`src/rtl/rs_syndrome_serial_if.sv`:
```
// -----------------------------------------------------------------------------
// rs_syndrome_serial_if
//   Symbol-stream and syndrome-result handshake bundle for rs_syndrome_serial.
//   Parameters:
//     SYMBOL_WIDTH  bits per GF symbol
//     NSYN          number of syndromes carried on syn
//   Signals:
//     in_sym / in_valid / in_ready     received-symbol stream (producer -> block)
//     syn / syn_zero / out_valid       completed syndrome vector (block -> consumer)
//     out_ready                        consumer takes syn this cycle
//   Modports:
//     master  producer/consumer side (testbench or surrounding datapath)
//     slave   the syndrome calculator itself
// -----------------------------------------------------------------------------
interface rs_syndrome_serial_if #(
    parameter int SYMBOL_WIDTH = 8,
    parameter int NSYN         = 2
);
    logic [SYMBOL_WIDTH-1:0]      in_sym;
    logic                         in_valid;
    logic                         in_ready;
    logic [NSYN*SYMBOL_WIDTH-1:0] syn;
    logic                         syn_zero;
    logic                         out_valid;
    logic                         out_ready;

    modport master (
        output in_sym, in_valid, out_ready,
        input  in_ready, syn, syn_zero, out_valid
    );

    modport slave (
        input  in_sym, in_valid, out_ready,
        output in_ready, syn, syn_zero, out_valid
    );
endinterface

```
`src/rtl/rs_syndrome_serial.sv`:
```
// -----------------------------------------------------------------------------
// rs_syndrome_serial
//   Streaming Reed-Solomon syndrome calculator over GF(2^SYMBOL_WIDTH).
//   Takes one received symbol per accepted transfer, highest-degree coefficient
//   first, and evaluates S_j = v(alpha^(FCR+j-1)), j = 1..N-K, by Horner
//   accumulation. The finished syndrome vector sits in a one-deep output buffer
//   with a valid/ready handshake.
//
//   Ports:
//     clk        rising-edge clock
//     reset      asynchronous active-low reset
//     bus        rs_syndrome_serial_if.slave (in_sym/in_valid/in_ready,
//                syn/syn_zero/out_valid/out_ready); S_1 in syn[m-1:0]
//     err_count  16-bit saturating count of completions with a nonzero
//                syndrome vector; present only when RS_SYN_ERR_CNT_EN is defined
//
//   Optional feature macro: RS_SYN_ERR_CNT_EN
// -----------------------------------------------------------------------------
module rs_syndrome_serial #(
    parameter int                    SYMBOL_WIDTH = 8,
    parameter int                    N            = 18,
    parameter int                    K            = 16,
    parameter logic [SYMBOL_WIDTH:0] PRIM_POLY    = 'h11D,
    parameter int                    FCR          = 1
) (
    input logic                 clk,
    input logic                 reset,
    rs_syndrome_serial_if.slave bus
`ifdef RS_SYN_ERR_CNT_EN
    ,
    output logic [15:0]         err_count
`endif
);
    localparam int M     = SYMBOL_WIDTH;
    localparam int NSYN  = N - K;
    localparam int CNT_W = (N > 1) ? $clog2(N) : 1;
    localparam logic [CNT_W-1:0] LAST = CNT_W'(N - 1);

    // Multiply by alpha (x) modulo the primitive polynomial.
    function automatic logic [M-1:0] xtime(input logic [M-1:0] x);
        return {x[M-2:0], 1'b0} ^ (x[M-1] ? PRIM_POLY[M-1:0] : '0);
    endfunction

    // Shift-and-add GF multiply; with b a constant this reduces to an XOR network.
    function automatic logic [M-1:0] gf_mul(input logic [M-1:0] a, input logic [M-1:0] b);
        logic [M-1:0] p;
        logic [M-1:0] x;
        p = '0;
        x = a;
        for (int i = 0; i < M; i++) begin
            if (b[i]) p = p ^ x;
            x = xtime(x);
        end
        return p;
    endfunction

    // alpha^e, evaluated at elaboration for the root constants.
    function automatic logic [M-1:0] alpha_pow(input int e);
        logic [M-1:0] r;
        int           n;
        r = {{(M-1){1'b0}}, 1'b1};
        n = e % ((1 << M) - 1);
        for (int i = 0; i < n; i++) r = xtime(r);
        return r;
    endfunction

    logic [CNT_W-1:0]          sym_cnt;
    logic [NSYN-1:0][M-1:0]    acc;
    logic [NSYN-1:0][M-1:0]    acc_next;
    logic [NSYN-1:0][M-1:0]    syn_q;
    logic                      syn_zero_q;
    logic                      out_valid_q;
    logic                      last;
    logic                      xfer;
    logic                      done;

    assign last = (sym_cnt == LAST);

    // Only the final symbol of a codeword can stall: it needs the output buffer free.
    assign bus.in_ready = !(last && out_valid_q && !bus.out_ready);
    assign xfer         = bus.in_valid && bus.in_ready;
    assign done         = xfer && last;

    // Horner step per syndrome; the first symbol of a codeword seeds the
    // accumulator directly, so nothing from the previous codeword leaks in.
    for (genvar j = 0; j < NSYN; j++) begin : g_root
        localparam logic [M-1:0] ROOT = alpha_pow(FCR + j);
        assign acc_next[j] = (sym_cnt == '0) ? bus.in_sym
                                             : (gf_mul(acc[j], ROOT) ^ bus.in_sym);
    end

    // NOTE: state updates use <= so every flop samples pre-edge values;
    // blocking assignments here would chain updates within one edge.
    always_ff @(posedge clk or negedge reset) begin
        if (!reset) begin
            sym_cnt     <= '0;
            // NOTE: the accumulators and syn buffer are a handful of flops, not a
            // RAM, so they take the async reset like any other register.
            acc         <= '0;
            syn_q       <= '0;
            syn_zero_q  <= 1'b0;
            out_valid_q <= 1'b0;
        end else begin
            if (xfer) begin
                acc     <= acc_next;
                sym_cnt <= last ? '0 : sym_cnt + 1'b1;
            end
            // A new completion takes priority over consumption so back-to-back
            // codewords keep out_valid high while fresh data loads.
            if (done) begin
                syn_q       <= acc_next;
                syn_zero_q  <= (acc_next == '0);
                out_valid_q <= 1'b1;
            end else if (out_valid_q && bus.out_ready) begin
                out_valid_q <= 1'b0;
            end
        end
    end

    assign bus.syn       = syn_q;
    assign bus.syn_zero  = syn_zero_q;
    assign bus.out_valid = out_valid_q;

`ifdef RS_SYN_ERR_CNT_EN
    always_ff @(posedge clk or negedge reset) begin
        if (!reset) begin
            err_count <= '0;
        end else if (done && (acc_next != '0) && (err_count != 16'hFFFF)) begin
            err_count <= err_count + 16'd1;
        end
    end
`endif

endmodule
```
`src/flat_wrapper.sv`:
```
// flat-port wrapper written by rule: the top's interface ports become plain ports
module rs_syndrome_serial_flat 
#(
    parameter int                    SYMBOL_WIDTH = 8,
    parameter int                    N            = 18,
    parameter int                    K            = 16,
    parameter logic [SYMBOL_WIDTH:0] PRIM_POLY    = 'h11D,
    parameter int                    FCR          = 1
)
  (clk, reset, bus_in_sym, bus_in_valid, bus_out_ready, bus_in_ready, bus_syn, bus_syn_zero, bus_out_valid);
  rs_syndrome_serial_if #(.SYMBOL_WIDTH(SYMBOL_WIDTH)) bus_i ();
  input logic clk;
  input logic reset;
  input wire logic [$bits(bus_i.in_sym)-1:0] bus_in_sym;
  input wire logic [$bits(bus_i.in_valid)-1:0] bus_in_valid;
  input wire logic [$bits(bus_i.out_ready)-1:0] bus_out_ready;
  output wire logic [$bits(bus_i.in_ready)-1:0] bus_in_ready;
  output wire logic [$bits(bus_i.syn)-1:0] bus_syn;
  output wire logic [$bits(bus_i.syn_zero)-1:0] bus_syn_zero;
  output wire logic [$bits(bus_i.out_valid)-1:0] bus_out_valid;
  assign bus_i.in_sym = bus_in_sym;
  assign bus_i.in_valid = bus_in_valid;
  assign bus_i.out_ready = bus_out_ready;
  assign bus_in_ready = bus_i.in_ready;
  assign bus_syn = bus_i.syn;
  assign bus_syn_zero = bus_i.syn_zero;
  assign bus_out_valid = bus_i.out_valid;
  rs_syndrome_serial #(.SYMBOL_WIDTH(SYMBOL_WIDTH), .N(N), .K(K), .PRIM_POLY(PRIM_POLY), .FCR(FCR)) u_core (.clk(clk), .reset(reset), .bus(bus_i));
endmodule
```
`config.mk`:
```
export PLATFORM = sky130hd
export DESIGN_NAME = rs_syndrome_serial_flat
export DESIGN_NICKNAME = d
export VERILOG_FILES = /design/src/rtl/rs_syndrome_serial_if.sv /design/src/rtl/rs_syndrome_serial.sv /design/src/flat_wrapper.sv
export SDC_FILE = /design/constraint.sdc
export NUM_CORES = 1
export LEC_CHECK = 0
export CORE_MARGIN = 2
export CORE_UTILIZATION = 40
export DETAILED_ROUTE_END_ITERATION = 8
export PLACE_DENSITY = 0.6
export REMOVE_ABC_BUFFERS = 1
export SYNTH_ARGS = -nofsm -noshare
export SYNTH_HDL_FRONTEND = slang
export SYNTH_SLANG_ARGS = --single-unit
```
`constraint.sdc`:
```
create_clock -name clk -period 2.1 [get_ports clk]
set_input_delay 0.42 -clock clk [delete_from_list [all_inputs] [get_ports clk]]
set_output_delay 0.42 -clock clk [all_outputs]
set_load 0.05 [all_outputs]
```
## After elaboration in Yosys (flattened, before gate mapping)

Cells that the tools add are included.

- Add/sub/neg operators: 1
- Equal/unequal tests: 1
- Multiplexer cells: 8
- Bitwise gates (word level): 5
- Reductions and logical operators: 10

Operators by type and width:

| kind | count |
|---|---|
| 8-bit XOR | 5 |
| 5-bit two-way mux | 4 |
| 16-bit zero test | 1 |
| 8-bit two-way mux | 2 |
| 5-bit by 1-bit adder with 5-bit output, second input constant | 1 |
| 5-bit equality test, second input constant | 1 |
| 1-bit logical AND | 5 |
| 5-bit zero test | 1 |
| 1-bit zero test | 2 |
| 1-bit two-way mux | 2 |
| 2-bit nonzero test | 1 |

- Bits in registers: 39
- Input port bits: 12
- Output and inout port bits: 19
- Logic and storage cells: 32

## Longest topological paths before layout

- Word-level depth: 7
- Depth in mapped cells: 8
- Gate-level depth less buffers: 7

## Least setup slack after synthesis

OpenSTA, ideal clock, no wires.

- Path kind: reg-to-reg
- From: register u_core.sym_cnt[1]
- To: register u_core.acc[0] (netlist bit)
- Setup time: 0.133 ns
- Arrival time: 1.776 ns
- Required time: 1.967 ns
- Slack: 0.191 ns
- Stages on the path, launching flop included: 8
- Buffers on the path: 1
- Period minus slack after synthesis: 1.909 ns
- Path through: dfrtp_1 > inv_1 > ha_1 > nand4bb_1 > or2_2 > nand2_1 > clkbuf_1 > o21ai_0

- Word-level cells in the longest chain between the ends: 5
- Elaborated cells between the ends (all ways): 7
- Classes of those cells: eq/ne: 1; mux: 1; reduce/logical: 5

RTL lines:

| element | RTL line | text |
|---|---|---|
| start: declaration | rs_syndrome_serial.sv:67 | `logic [CNT_W-1:0] sym_cnt;` |
| start signal: assignment | rs_syndrome_serial.sv:106 | `sym_cnt <= last ? '0 : sym_cnt + 1'b1;` |
| 5-bit equality test | rs_syndrome_serial.sv:77 | `assign last = (sym_cnt == LAST);` |
| 1-bit logical AND (2 in a row) | rs_syndrome_serial.sv:80 | `assign bus.in_ready = !(last && out_valid_q && !bus.out_ready);` |
| 1-bit zero test | rs_syndrome_serial.sv:80 |  |
| via bus_in_ready | flat_wrapper.sv:17 | `output wire logic [$bits(bus_i.in_ready)-1:0] bus_in_ready;` |
| 1-bit logical AND | rs_syndrome_serial.sv:81 | `assign xfer = bus.in_valid && bus.in_ready;` |
| end signal: assignment | rs_syndrome_serial.sv:105 | `acc <= acc_next;` |
| end: declaration | rs_syndrome_serial.sv:68 | `logic [NSYN-1:0][M-1:0] acc;` |

The timed path passes the listed nets, and every way through them passes these cells.
A chain may end at the register's enable or synchronous reset.

## Worst setup path in the final report

- From: register u_core.sym_cnt[0]
- To: output bus_in_ready

- Word-level cells in the longest chain between the ends: 4

RTL lines:

| element | RTL line |
|---|---|
| 5-bit equality test | rs_syndrome_serial.sv:77 |
| 1-bit logical AND (2 in a row) | rs_syndrome_serial.sv:80 |
| 1-bit zero test | rs_syndrome_serial.sv:80 |
| end: declaration | flat_wrapper.sv:17 |

No other way between the ends.

==> results.toml <==
[outcome]
status = "completed"

[pwr]
intPower_w = 0.00201
switching_share_pct = 38.7
power_leakage_nw = 1.24
pwr-share-seq_pct = 36.1
p_sw_w = 0.00127
p_comb_share_pct = 46.8
power.density_nw_per_um2 = 1170
worst_ir_drop_vdd_mv = 0.478
power_frac_clock_pct = 17.1

[clocking]
clock_tree.root_cell = "clkbuf_8"
cts_buffer_depth = 2
cts_made_buffers = 5
htreeDepth = 2
cts_tree = "yes"
clock_sinks = 39
insertion_delay_ns = 0.29
ctsHoldBuffers = 0
path_clk_slew_ns = 0.08

[worst_setup_path]
worst_setup_path_end_kind = "primary output"
rrSetupSlack_ns = 0.14
required_ns = 1.68
cp_max_fo = 4
startpoint_type = "register"
crit_arrival_ns = 1.56
path_cells = "buf_4, ha_1, nand4bb_1, or2_2, buf_6"
critPathKind = "register to primary output"
cp_slowest_cell = "dfrtp_1"
slowest_delay_ns = 0.35

[cells_and_area]
n_fill_cell = 528
diodes = 0
layout_common_cells = "nand2_1, dfrtp_1, o21ai_0"
area_delta_synth_final_pct = 26.8
nets = 300
drive_gt1_share_pct = 13.3
final_common_cell = "nand2_1"
fin_area_um2 = 2820

[timing]
slew_headroom_pct = 66.5
whs_ns = 0.0759
fin_tns_setup_ns = 0
fmax_mhz = 504
period_needed_ns = 1.98
grt_setup_unrepaired = "no"
setup_viol = 0
skew_ns = 0.00747
min_period_over_period_pct = 94.4
slew_violations = 0
worst_pin_slew_ns = 0.500
hold_violations = 0

[yosys]
synth_area_per_cell_um2 = 9.06
synthArstFlopShare_pct = 100
synth_edf_count = 0
synth_fa_ha_area_share_pct = 1.69
syn-instance-count = 245
ys_seq_area_share_pct = 44.0
synth-seq-cells = 39
netlist_area_um2 = 2220
synth_ff_type = "dfrtp_1"
synth_xor_area_share_pct = 13.3
synth-simple-area-share_pct = 20.1
yosys_warnings = 0
synth.distinct_cells = 44
synth_top_family_by_area = "simple AND/OR/NAND/NOR gates"
synth_compound_gate_area_share_pct = 14.9
synthMuxAreaShare_pct = 0.451
synth_top_cell_by_area = "dfrtp_1"
yosysTopAreaCellShare_pct = 44.0
yosys-top-cells-area = "dfrtp_1, nand2_1, o21ai_0"

[die]
core_um2 = 5440
initial_core_util_pct = 40.8
fp-row-count = 27
die_h_um = 78.5
pin_count = 31
die-area_um2 = 6160
die_w_um = 78.5

[placement]
port_buffers = 30
gp_congestion = 0.821
post_dp_cell_area_um2 = 2700
dp_hpwl_um = 3590

[grt]
antenna_found_initial = 0
grt_pass1_wl_um = 8290
overflow = 0
grt_max_degree = 35
grt.total_usage_pct = 17.3
grt_pass1_vias = 1688

[routing]
postRouteAntennaNets = 0
wire_per_inst_um = 13.7
vias_per_cell = 5.02
firstDrtPassIters = 4
route.detailed.drc = 0
drt_iter0_markers = 68
dr_total_vias = 1796
wirelength_um = 4920

[run]
max_cap_violations = 0

[worst_hold_path]
hold_class = "input pin to async pin"
==> cell type report <==
| class | instances | area, µm² | share of cell area (%) |
|---|---|---|---|
| inverter | 6 | 22.5 | 0.800 |
| multi-input combinational | 179 | 1120 | 40.0 |
| clock buffer | 8 | 100 | 3.56 |
| sequential | 39 | 976 | 34.7 |
| tap | 72 | 90.1 | 3.20 |
| timing repair buffer | 54 | 502 | 17.8 |
==> flip-flops by register name (all words and copies together), names as in the netlist <==
name                  cells
u_core.sym_cnt            5
u_core.bus.out_valid      1
u_core.bus.syn           16
u_core.acc               16
u_core.bus.syn_zero       1
==> cells in the mapped netlist, types with 3 or more instances <==
library cell	count
nor2_1	10
nor3_1	3
clkbuf_1	11
buf_2	7
nand2_1	49
o21ai_0	34
a21oi_1	6
nand3_1	7
nand2b_1	3
xor2_1	13
or3_1	3
ha_1	3
xnor2_1	13
dfrtp_1	39
inv_1	6
xnor3_1	3
==> power groups by stage <==
stage	Sequential, W	Combinational, W	Clock (W)
after floorplan	0.00122	0.000967	0
after global placement	0.00119	0.00152	0
after detailed placement	0.00120	0.00154	0
after CTS	0.00118	0.00155	0.000592
after global routing	0.00122	0.00174	0.000610
final	0.00119	0.00154	0.000562
==> what timing repair did <==
action / 4_1_cts / 5_1_grt
buffers inserted: 1 / 0
endpoints found under the setup margin: 1 / 2
resized for setup: 0 / 2
==> critical path, delay by kind of cell (launching register included) <==
kind          cells  cell delay (ns)
buf+inv           2             0.29
flops             1             0.35
simple gates      2             0.47
fa+ha+maj         1             0.16
==> layer usage <==
metal / up-vias / wire (µm) / track usage (%) / share of wire, %
met5: - / 0 / 0 / 0
met4: 0 / 63 / 5.44 / 1.3
met3: 6 / 191 / 3.79 / 3.9
met2: 35 / 2250 / 27.1 / 46
met1: 850 / 2420 / 23.9 / 49
li1: 905 / - / - / -
==> cells by family (layout without fill, tap and decap cells) <==
group / count (synthesis) / in the layout
and+or+nand+nor: 90 / 90
AOI/OAI and AO/OA: 56 / 56
DFF: 39 / 39
xor gates and xnor gates: 29 / 29
buffers and inverters: 27 / 68
adders and majority gates: 3 / 3
muxes: 1 / 1
==> final timing paths <==
path                                          from            endpoint  cells after the start
min in group clk                u_core.bus.syn[10]  u_core.bus.syn[10]                      2
worst max-delay path             u_core.sym_cnt[0]        bus_in_ready                      5
max in group asynchronous                    reset   u_core.bus.syn[2]                      2
worst max register to register   u_core.sym_cnt[0]   u_core.bus.syn[2]                      8
worst min register to register  u_core.bus.syn[10]  u_core.bus.syn[10]                      2
worst min-delay path                         reset   u_core.bus.syn[5]                      1
==> per-stage QoR <==
stage               power (W)  setup WS [ns]  std cells  utilization, %
CTS                   0.00332         0.0598        358            51.6
global placement      0.00271         0.0625        349            49.6
detailed placement    0.00274         0.0412        349            49.6
floorplan             0.00219         -0.168        224               -
finish                0.00329          0.118        358            51.8
global route          0.00357        0.00269        358            51.8
(Power assumes the default switching activity.)
